--- src/rtl/d_mem_port_wb.sv ---
// Data-side MEM-stage port to the SRAM-like req/addr_ok/data_ok bus, with a posted-store write buffer.
// Optional DSRAM_PERF_CNT_EN adds request and stall performance counters.
module d_mem_port_wb #(
  parameter int ADDR_W   = 32,
  parameter int DATA_W   = 32,
  parameter int WB_DEPTH = 2,
  parameter int EXC_W    = 5,
  localparam int CNT_W   = $clog2(WB_DEPTH + 1)
) (
  input  logic                clk,
  input  logic                rst,
  input  logic                memenM,
  input  logic                memwriteM,
  input  logic [DATA_W/8-1:0] sel,
  input  logic [1:0]          data_sram_size,
  input  logic [ADDR_W-1:0]   aluoutM,
  input  logic [DATA_W-1:0]   writedata2M,
  input  logic                flushM,
  input  logic [EXC_W-1:0]    tlb_exceptM,
  input  logic                data_found,
  input  logic                data_V_flag,
  input  logic                data_D_flag,
  output logic [EXC_W-1:0]    tlb_except2M,
  output logic                stallM,
  output logic [DATA_W-1:0]   readdataM,
  output logic                data_req,
  output logic                data_wr,
  output logic [DATA_W/8-1:0] data_wen,
  output logic [1:0]          data_size,
  output logic [ADDR_W-1:0]   data_addr,
  output logic [DATA_W-1:0]   data_wdata,
  input  logic [DATA_W-1:0]   data_rdata,
  input  logic                data_addr_ok,
  input  logic                data_data_ok,
  output logic [1:0]          state_dbg,
  output logic [CNT_W-1:0]    pend_dbg
`ifdef DSRAM_PERF_CNT_EN
  ,
  output logic [31:0]         perf_req_cnt,
  output logic [31:0]         perf_stall_cnt
`endif
);

  // Handshake: a bus request is taken on any cycle where data_req & data_addr_ok;
  // responses arrive in order as single-cycle data_ok pulses with data_rdata valid.
  typedef enum logic [1:0] {
    IDLE  = 2'd0,
    REQ   = 2'd1,
    LWAIT = 2'd2,
    DRAIN = 2'd3
  } state_t;

  localparam logic [CNT_W-1:0] WB_MAX = CNT_W'(WB_DEPTH);

  state_t              state_q, state_d;
  logic [CNT_W-1:0]    pend_q;
  logic [DATA_W-1:0]   rdata_q;

  logic exc;
  logic live;
  logic req_phase;
  logic room;
  logic accept;
  logic store_acc;
  logic load_acc;
  logic load_done;
  logic pend_inc;
  logic pend_dec;

  // TLB fault merge: miss beats invalid beats modify.
  always_comb begin
    tlb_except2M = tlb_exceptM;
    if (memenM & ~data_found) begin
      tlb_except2M[2]   = 1'b1;
      tlb_except2M[1:0] = 2'b00;
    end else if (memenM & data_found & ~data_V_flag) begin
      tlb_except2M[1] = 1'b1;
      tlb_except2M[0] = 1'b0;
    end else if (data_found & data_V_flag & memwriteM & ~data_D_flag) begin
      tlb_except2M[0] = 1'b1;
    end
  end

  assign exc       = memenM & (|tlb_except2M);
  assign live      = memenM & ~exc & ~flushM;
  assign req_phase = (state_q == IDLE) || (state_q == REQ);
  // Stores may post while the buffer has room; loads wait for it to drain so their data_ok is unambiguous.
  assign room      = memwriteM ? (pend_q < WB_MAX) : (pend_q == '0);

  assign data_req  = rst & req_phase & live & room;
  assign accept    = data_req & data_addr_ok;
  assign store_acc = accept & memwriteM;
  assign load_acc  = accept & ~memwriteM;
  assign load_done = (state_q == LWAIT) & data_data_ok;

  assign stallM    = rst & live & ~store_acc & ~load_done;
  assign readdataM = load_done ? data_rdata : rdata_q;

  assign data_wr    = memwriteM;
  assign data_wen   = sel;
  assign data_size  = data_sram_size;
  assign data_addr  = aluoutM;
  assign data_wdata = writedata2M;

  assign state_dbg = state_q;
  assign pend_dbg  = pend_q;

  always_comb begin
    state_d = state_q;
    case (state_q)
      IDLE, REQ: begin
        if (load_acc)               state_d = LWAIT;
        else if (live & ~store_acc) state_d = REQ;
        else                        state_d = IDLE;
      end
      LWAIT: begin
        if (data_data_ok)  state_d = IDLE;
        else if (flushM)   state_d = DRAIN;
      end
      DRAIN: begin
        if (data_data_ok)  state_d = IDLE;
      end
      default: state_d = IDLE;
    endcase
  end

  // data_ok seen in LWAIT/DRAIN belongs to the load, never to a posted store.
  assign pend_inc = store_acc;
  assign pend_dec = data_data_ok & req_phase & (pend_q != '0);

  always_ff @(posedge clk or negedge rst) begin
    if (!rst) begin
      state_q <= IDLE;
      pend_q  <= '0;
      rdata_q <= '0;
    end else begin
      state_q <= state_d;
      if (pend_inc & ~pend_dec)      pend_q <= pend_q + CNT_W'(1);
      else if (~pend_inc & pend_dec) pend_q <= pend_q - CNT_W'(1);
      if (load_done) rdata_q <= data_rdata;
    end
  end

`ifdef DSRAM_PERF_CNT_EN
  always_ff @(posedge clk or negedge rst) begin
    if (!rst) begin
      perf_req_cnt   <= '0;
      perf_stall_cnt <= '0;
    end else begin
      if (accept) perf_req_cnt   <= perf_req_cnt + 32'd1;
      if (stallM) perf_stall_cnt <= perf_stall_cnt + 32'd1;
    end
  end
`endif

endmodule

--- config.mk ---
export PLATFORM = sky130hd
export DESIGN_NAME = d_mem_port_wb
export DESIGN_NICKNAME = d
export VERILOG_FILES = /design/src/rtl/d_mem_port_wb.sv
export SDC_FILE = /design/constraint.sdc
export NUM_CORES = 1
export LEC_CHECK = 0
export CORE_ASPECT_RATIO = 0.6
export CORE_MARGIN = 1.5
export CORE_UTILIZATION = 30
export CTS_CLUSTER_DIAMETER = 100
export DETAILED_ROUTE_END_ITERATION = 16
export GPL_TIMING_DRIVEN = 1
export PLACE_DENSITY = 0.94
export REMOVE_ABC_BUFFERS = 1
export SLEW_MARGIN = 20
export SYNTH_ARGS = -nofsm -noshare
export SYNTH_HDL_FRONTEND = slang
export SYNTH_SLANG_ARGS = --single-unit
--- constraint.sdc ---
create_clock -name clk -period 3.9 [get_ports clk]
set_clock_uncertainty 0.2 [all_clocks]
set_input_delay 0.78 -clock clk [delete_from_list [all_inputs] [get_ports clk]]
set_output_delay 0.78 -clock clk [all_outputs]
set_load 0.02 [all_outputs]
==> results of run 1 <==
-- power by group --
part / internal [mW] / switching, mW
clock network: 0.252 / 0.145
registers: 0.413 / 0.0223
logic: 0.154 / 0.126
total: 0.819 / 0.294
-- cell families (layout without fill, tap and decap cells) --
family,Yosys count,count (layout),share of synthesized area [%]
muxes,32,32,17.5
AOI/OAI and AO/OA,8,8,2.98
xor gates and xnor gates,3,3,1.28
buffers and inverters,81,107,28.3
adders and majority gates,1,1,0.609
DFF,36,36,43.8
and+or+nand+nor,18,18,5.42
-- cells in the mapped netlist (2+ instances only) --
master,n,area [um^2]
buf_4,73,548
dfrtp_1,36,901
mux2_2,32,360
inv_1,5,18.8
nor2_1,4,15.0
buf_2,3,15.0
a21oi_1,2,10.0
and3_1,2,12.5
and3b_1,2,17.5
nand3_1,2,10.0
xor2_1,2,17.5
-- area by class of cell --
cell class | instances | area (um^2)
Tap cell | 87 | 109
Clock buffer | 6 | 139
Multi-Input combinational cell | 62 | 572
Inverter | 5 | 18.8
Timing Repair Buffer | 94 | 936
Fill cell | 647 | 3960
Clock inverter | 2 | 10.0
Sequential cell | 36 | 901
-- routing by layer --
layer / GRT usage, % / vias to the layer above
li1: - / 567
met1: 17.7 / 651
met2: 34.9 / 155
met3: 19.3 / 4
met4: 4.22 / 0
met5: 1.43 / -
-- metrics by stage --
step | setup WS, ns | util (%)
after floorplan | 0.772 | -
after global placement | 0.0185 | 38.2
after detailed placement | -0.0430 | 38.2
after CTS | 0.225 | 40.4
after global routing | 0.146 | 40.4
final | 0.224 | 40.4
-- placed cells by master, fill, tap and decap left out, drive strengths merged, types with 2 or more instances in the layout --
cell type	n
a21oi	2
and3	2
and3b	2
buf	5
clkbuf	6
clkdlybuf4s50	87
clkinv	2
dfrtp	36
dlygate4sd2	2
inv	5
mux2	32
nand3	2
nor2	4
xor2	2
-- state kept, by name (all words and copies together) (netlist names) --
signal	cells
state_dbg	2
pend_dbg	2
rdata_q	32
-- worst min path at each step --
stage	startpoint	to	slack, ns	depth (start not counted)
detailed placement	rdata_q[22]$_DFF_PN0_	rdata_q[22]$_DFF_PN0_	0.28	1
finish	rdata_q[3]$_DFF_PN0_	rdata_q[3]$_DFF_PN0_	0.30	1
CTS	rdata_q[11]$_DFF_PN0_	rdata_q[11]$_DFF_PN0_	0.30	1
global placement	rdata_q[6]$_DFF_PN0_	rdata_q[6]$_DFF_PN0_	0.28	1
floorplan	rst	pend_dbg[0]$_DFFE_PN0P_	0.28	0
global route	rdata_q[0]$_DFF_PN0_	rdata_q[0]$_DFF_PN0_	0.31	1
-- what timing repair did --
action,CTS,global route
endpoints found under the setup margin,2,0
gates resized for setup,2,0
setup buffers,0,0
==> results.sh, run 1 <==
export IMPL_status="complete, no violations"
export IMPL_setup_viol=0
export IMPL_antenna_cells=0
export IMPL_wl_per_cell_um=26.8
export IMPL_postSynth_asyncResetShare_pct=100
export IMPL_ys_seq_elements=36
export IMPL_cp_arrival_ns=2.70
export IMPL_dieWidth_um=110
export IMPL_critPathMaxStageDelay_ns=0.57
export IMPL_ant_nets=0
export IMPL_wl_met3_um=1650
export IMPL_synth_flop_cell="dfrtp_1"
export IMPL_synth_area_per_cell_um2=11.5
export IMPL_vias=1377
export IMPL_antenna_found_initial=0
export IMPL_hold_viol=0
export IMPL_final_instance_count_excl_fill=292
export IMPL_critPathCapture="data_req"
export IMPL_cp_start_kind="input pin"
export IMPL_dr_pass1_iters=4
export IMPL_start_util_pct=30.9
export IMPL_place_gp_congestion=0.723
export IMPL_power_leakage_nw=1.21
export IMPL_max_cap_viol_count=0
export IMPL_cts_tree="built"
export IMPL_layout_drive_gt1_share_pct=23.4
export IMPL_grt_start_max_net_pins=38
export IMPL_crit_chain="clkdlybuf4s50_1, or4b_1, nor3_2, nand3_1, and3b_1, dlygate4sd2_1"
export IMPL_final_net_count=322
export IMPL_ff2ff_setup_slack_ns=2.11
export IMPL_crit_type="input pin to output port"
export IMPL_dieArea_um2=7370
export IMPL_rsz0062_at_grt="false"
export IMPL_cp_max_fo=3
export IMPL_synth_edff_count=0
export IMPL_numPortBuffers=90
export IMPL_tns_ns=0
export IMPL_num_rows=23
export IMPL_p_per_area_nw_per_um2=415
export IMPL_fmax_mhz=272
export IMPL_cp_depth=6
export IMPL_max_slew_margin_rel_pct=68.3
export IMPL_r2r_cells=8
export IMPL_die_height_um=67.1
export IMPL_drt_initial_drc_count=50
export IMPL_grt_pass1_vias=1392
export IMPL_htree_levels=2
export IMPL_overflow=0
export IMPL_clk_pin_slew_ns=0.05
export IMPL_vias_per_cell=4.72
export IMPL_end_kind="output port"
export IMPL_worst_path_buf_inv=2
export IMPL_dr_max_layer_used="met4"
export IMPL_crit_start="tlb_exceptM[1]"
export IMPL_slowest_stage="or4b_1"
export IMPL_path_delay_family="simple AND/OR/NAND/NOR gates"
export IMPL_wl_met1_um=2310
export IMPL_finalCritPeriodShare_pct=94.3
export IMPL_hold_ws_ns=0.296
export IMPL_post_route_drc_count=0
export IMPL_yosysSeqAreaShare_pct=43.8
export IMPL_required_ns=2.92
export IMPL_placed_area_um2=2540
export IMPL_grtUsageTotal_pct=20.5
export IMPL_cts_buffers_inserted=5
export IMPL_tightest_slew_ns=0.476
export IMPL_fin_crit_ns=3.68
export IMPL_ys_types=27
export IMPL_yosys_warnings=0
export IMPL_place_inst=284
export IMPL_dp_hpwl_um=6640
export IMPL_hold_buffers=0
export IMPL_peakVddDrop_mv=0.176
export IMPL_r2r_start="state_dbg[1]$_DFFE_PN0P_"
export IMPL_ctsRootBufferMaster="clkbuf_16"
export IMPL_grt_pass1_wl_um=9830
export IMPL_ios=231
export IMPL_holdCritPathClass="flop to flop"
export IMPL_r2r_end="pend_dbg[1]$_DFFE_PN0P_"
export IMPL_core_area_um2=6650
export IMPL_power_total_mw=1.11
export IMPL_clockBufferDepth=2
export IMPL_area_growth_pct=30.7
export IMPL_wirelength_um=7820
export IMPL_fin_area_um2=2690
export IMPL_report_final_slew_viol_count=0
export IMPL_cts_sinks=36
export IMPL_insertion_delay_ns=0.27
export IMPL_syn_inst=179
export IMPL_syn_cell_area_um2=2050
export IMPL_wl_met2_um=3790
No activity file was read; power rests on OpenSTA's default activity.
==> run 2, diff against run 1 <==
- CORE_MARGIN: 1.5 -> 8
==> run 2 against run 1 <==
Clock power decreased by 2%. Non-clock buffer count increased by 1. Final area increased by 0.19%. Global-route usage decreased by 4.3 points. Total power decreased by 0.41%. Count of clock-buffer cells in the layout increased by 2. Utilization increased by 0.075 points. Critical path depth unchanged. Sequential power about the same. Worst setup slack improved by 0.011 ns. Combinational power about the same. Final cell count increased by 0.34%. Critical path type unchanged. Highest routed layer unchanged.
==> results.sh, run 2 (synthesized netlist as in run 1, its figures left out) <==
export IMPL_cp_max_fo=3
export IMPL_holdPathStages=1
export IMPL_dp_hpwl_um=7160
export IMPL_ctsRootBufferMaster="clkbuf_16"
export IMPL_power_leakage_nw=1.21
export IMPL_rsz0062_at_grt="false"
export IMPL_fin_ws_ns=0.234
export IMPL_max_flop_register="rdata_q"
export IMPL_holdCritPathClass="flop to flop"
export IMPL_cts_sinks=36
export IMPL_numPortBuffers=90
export IMPL_place_gp_congestion=0.893
export IMPL_grt_pass1_vias=1593
export IMPL_vias=1371
export IMPL_pwr_share_clk_pct=35.1
export IMPL_layout_commonest_cell="clkdlybuf4s50_1"
export IMPL_crit_type="input pin to output port"
export IMPL_p_sw_share_pct=25.8
export IMPL_antenna_found_initial=0
export IMPL_end_kind="output port"
export IMPL_tightest_slew_ns=0.468
export IMPL_placed_area_um2=2550
export IMPL_regArea_um2=901
export IMPL_fmax_mhz=273
export IMPL_largest_register_ffs=32
export IMPL_antenna_cells=0
export IMPL_combPwrFrac_pct=25.5
export IMPL_p_per_area_nw_per_um2=412
export IMPL_seqPwrFrac_pct=39.4
export IMPL_max_cap_viol_count=0
export IMPL_fillers=665
export IMPL_cts_buffers_inserted=5
export IMPL_post_route_drc_count=0
export IMPL_start_util_pct=30.9
export IMPL_dieWidth_um=123
export IMPL_insertion_delay_ns=0.27
export IMPL_place_ws_ns=-0.0376
export IMPL_power_total_mw=1.11
export IMPL_fin_area_um2=2690
export IMPL_wl_per_cell_um=28.1
export IMPL_fin_crit_ns=3.67
export IMPL_r2r_cells=8
export IMPL_cp_start_kind="input pin"
export IMPL_grt_pass1_wl_um=11000
export IMPL_status="complete, no violations"
export IMPL_layout_common_cells="clkdlybuf4s50_1, dfrtp_1, mux2_2"
export IMPL_wirelength_um=8240
export IMPL_cts_tree="built"
export IMPL_layout_drive_gt1_share_pct=22.8
export IMPL_max_slew_margin_rel_pct=68.8
export IMPL_peakVddDrop_mv=0.170
export IMPL_ant_nets=0
export IMPL_area_growth_pct=30.9
export IMPL_die_height_um=80.1
export IMPL_overflow=0
export IMPL_finalCritPeriodShare_pct=94.0
export IMPL_switchingPower_uw=286
export IMPL_final_net_count=323
export IMPL_vias_per_cell=4.68
export IMPL_ios=231
export IMPL_post_cts_setup_buffers=0
export IMPL_multiInputGateArea_um2=572
export IMPL_drt_initial_drc_count=65
export IMPL_num_rows=23
export IMPL_setup_viol=0
export IMPL_report_final_slew_viol_count=0
export IMPL_grtUsageTotal_pct=16.2
export IMPL_p_int_uw=822
export IMPL_required_ns=2.92
export IMPL_tns_ns=0
export IMPL_core_area_um2=6650
export IMPL_cp_arrival_ns=2.69
export IMPL_clockBufferDepth=2
export IMPL_grt_start_max_net_pins=38
export IMPL_hold_viol=0
export IMPL_dieArea_um2=9840
export IMPL_htree_levels=2
export IMPL_clk_pin_slew_ns=0.05
export IMPL_dr_pass1_iters=4
-- run 2: cell types whose count changed in the layout (fill, tap and decap cells not counted), sizes merged --
cell and delta:
buf +1, clkinv -2, clkbuf +2
-- run 2: metal layers --
layer / wire length (um) / GRT usage (%) / part of all wire [%]
met5: 0 / 2.08 / 0
met4: 76 / 3.26 / 0.92
met3: 1840 / 16.9 / 22
met2: 3610 / 24.4 / 44
met1: 2710 / 15.0 / 33
-- run 2: power groups by stage --
stage                     sequential [mW]  combinational (mW)  clock, mW
final                               0.437               0.283      0.389
after global routing                0.442               0.302      0.426
after CTS                           0.438               0.288      0.404
after detailed placement            0.444               0.287          0
after global placement              0.441               0.280          0
after floorplan                     0.450               0.111          0
-- run 2: metrics by stage --
step	util [%]	hold slack, ns	instances
global placement	38.3	0.277	285
detailed placement	38.3	0.281	285
global route	40.5	0.306	293
finish	40.5	0.293	293
CTS	40.5	0.295	293
floorplan	-	0.284	103
-- run 2: repair_timing --
item	in CTS	in global routing
gates resized for setup	2	0
endpoints found under the setup margin	2	0
hold buffers	0	0
-- run 2: final timing paths --
check | endpoint | from | slack [ns]
min | rdata_q[15]$_DFF_PN0_ | rdata_q[15]$_DFF_PN0_ | 0.29
max | data_req | memenM | 0.23
max reg2reg | pend_dbg[1]$_DFFE_PN0P_ | state_dbg[1]$_DFFE_PN0P_ | 2.08
min reg2reg | rdata_q[15]$_DFF_PN0_ | rdata_q[15]$_DFF_PN0_ | 0.29
max in group asynchronous | rdata_q[6]$_DFF_PN0_ | rst | 2.80
min in group asynchronous | pend_dbg[0]$_DFFE_PN0P_ | rst | 0.37
-- run 2: worst max-delay path, stage by stage --
cell	delay, ns
clkdlybuf4s50_1	0.52
or4b_1	0.49
nor3_2	0.18
nand3_1	0.15
and3b_1	0.23
dlygate4sd2_1	0.33
-- run 2: area by class of cell --
type	instances	share of cell area [%]
clock buffers	8	5.44
inverters	5	0.698
multi-input cells	62	21.3
flip-flops and latches	36	33.5
well taps	87	4.05
repair buffers	95	35.1
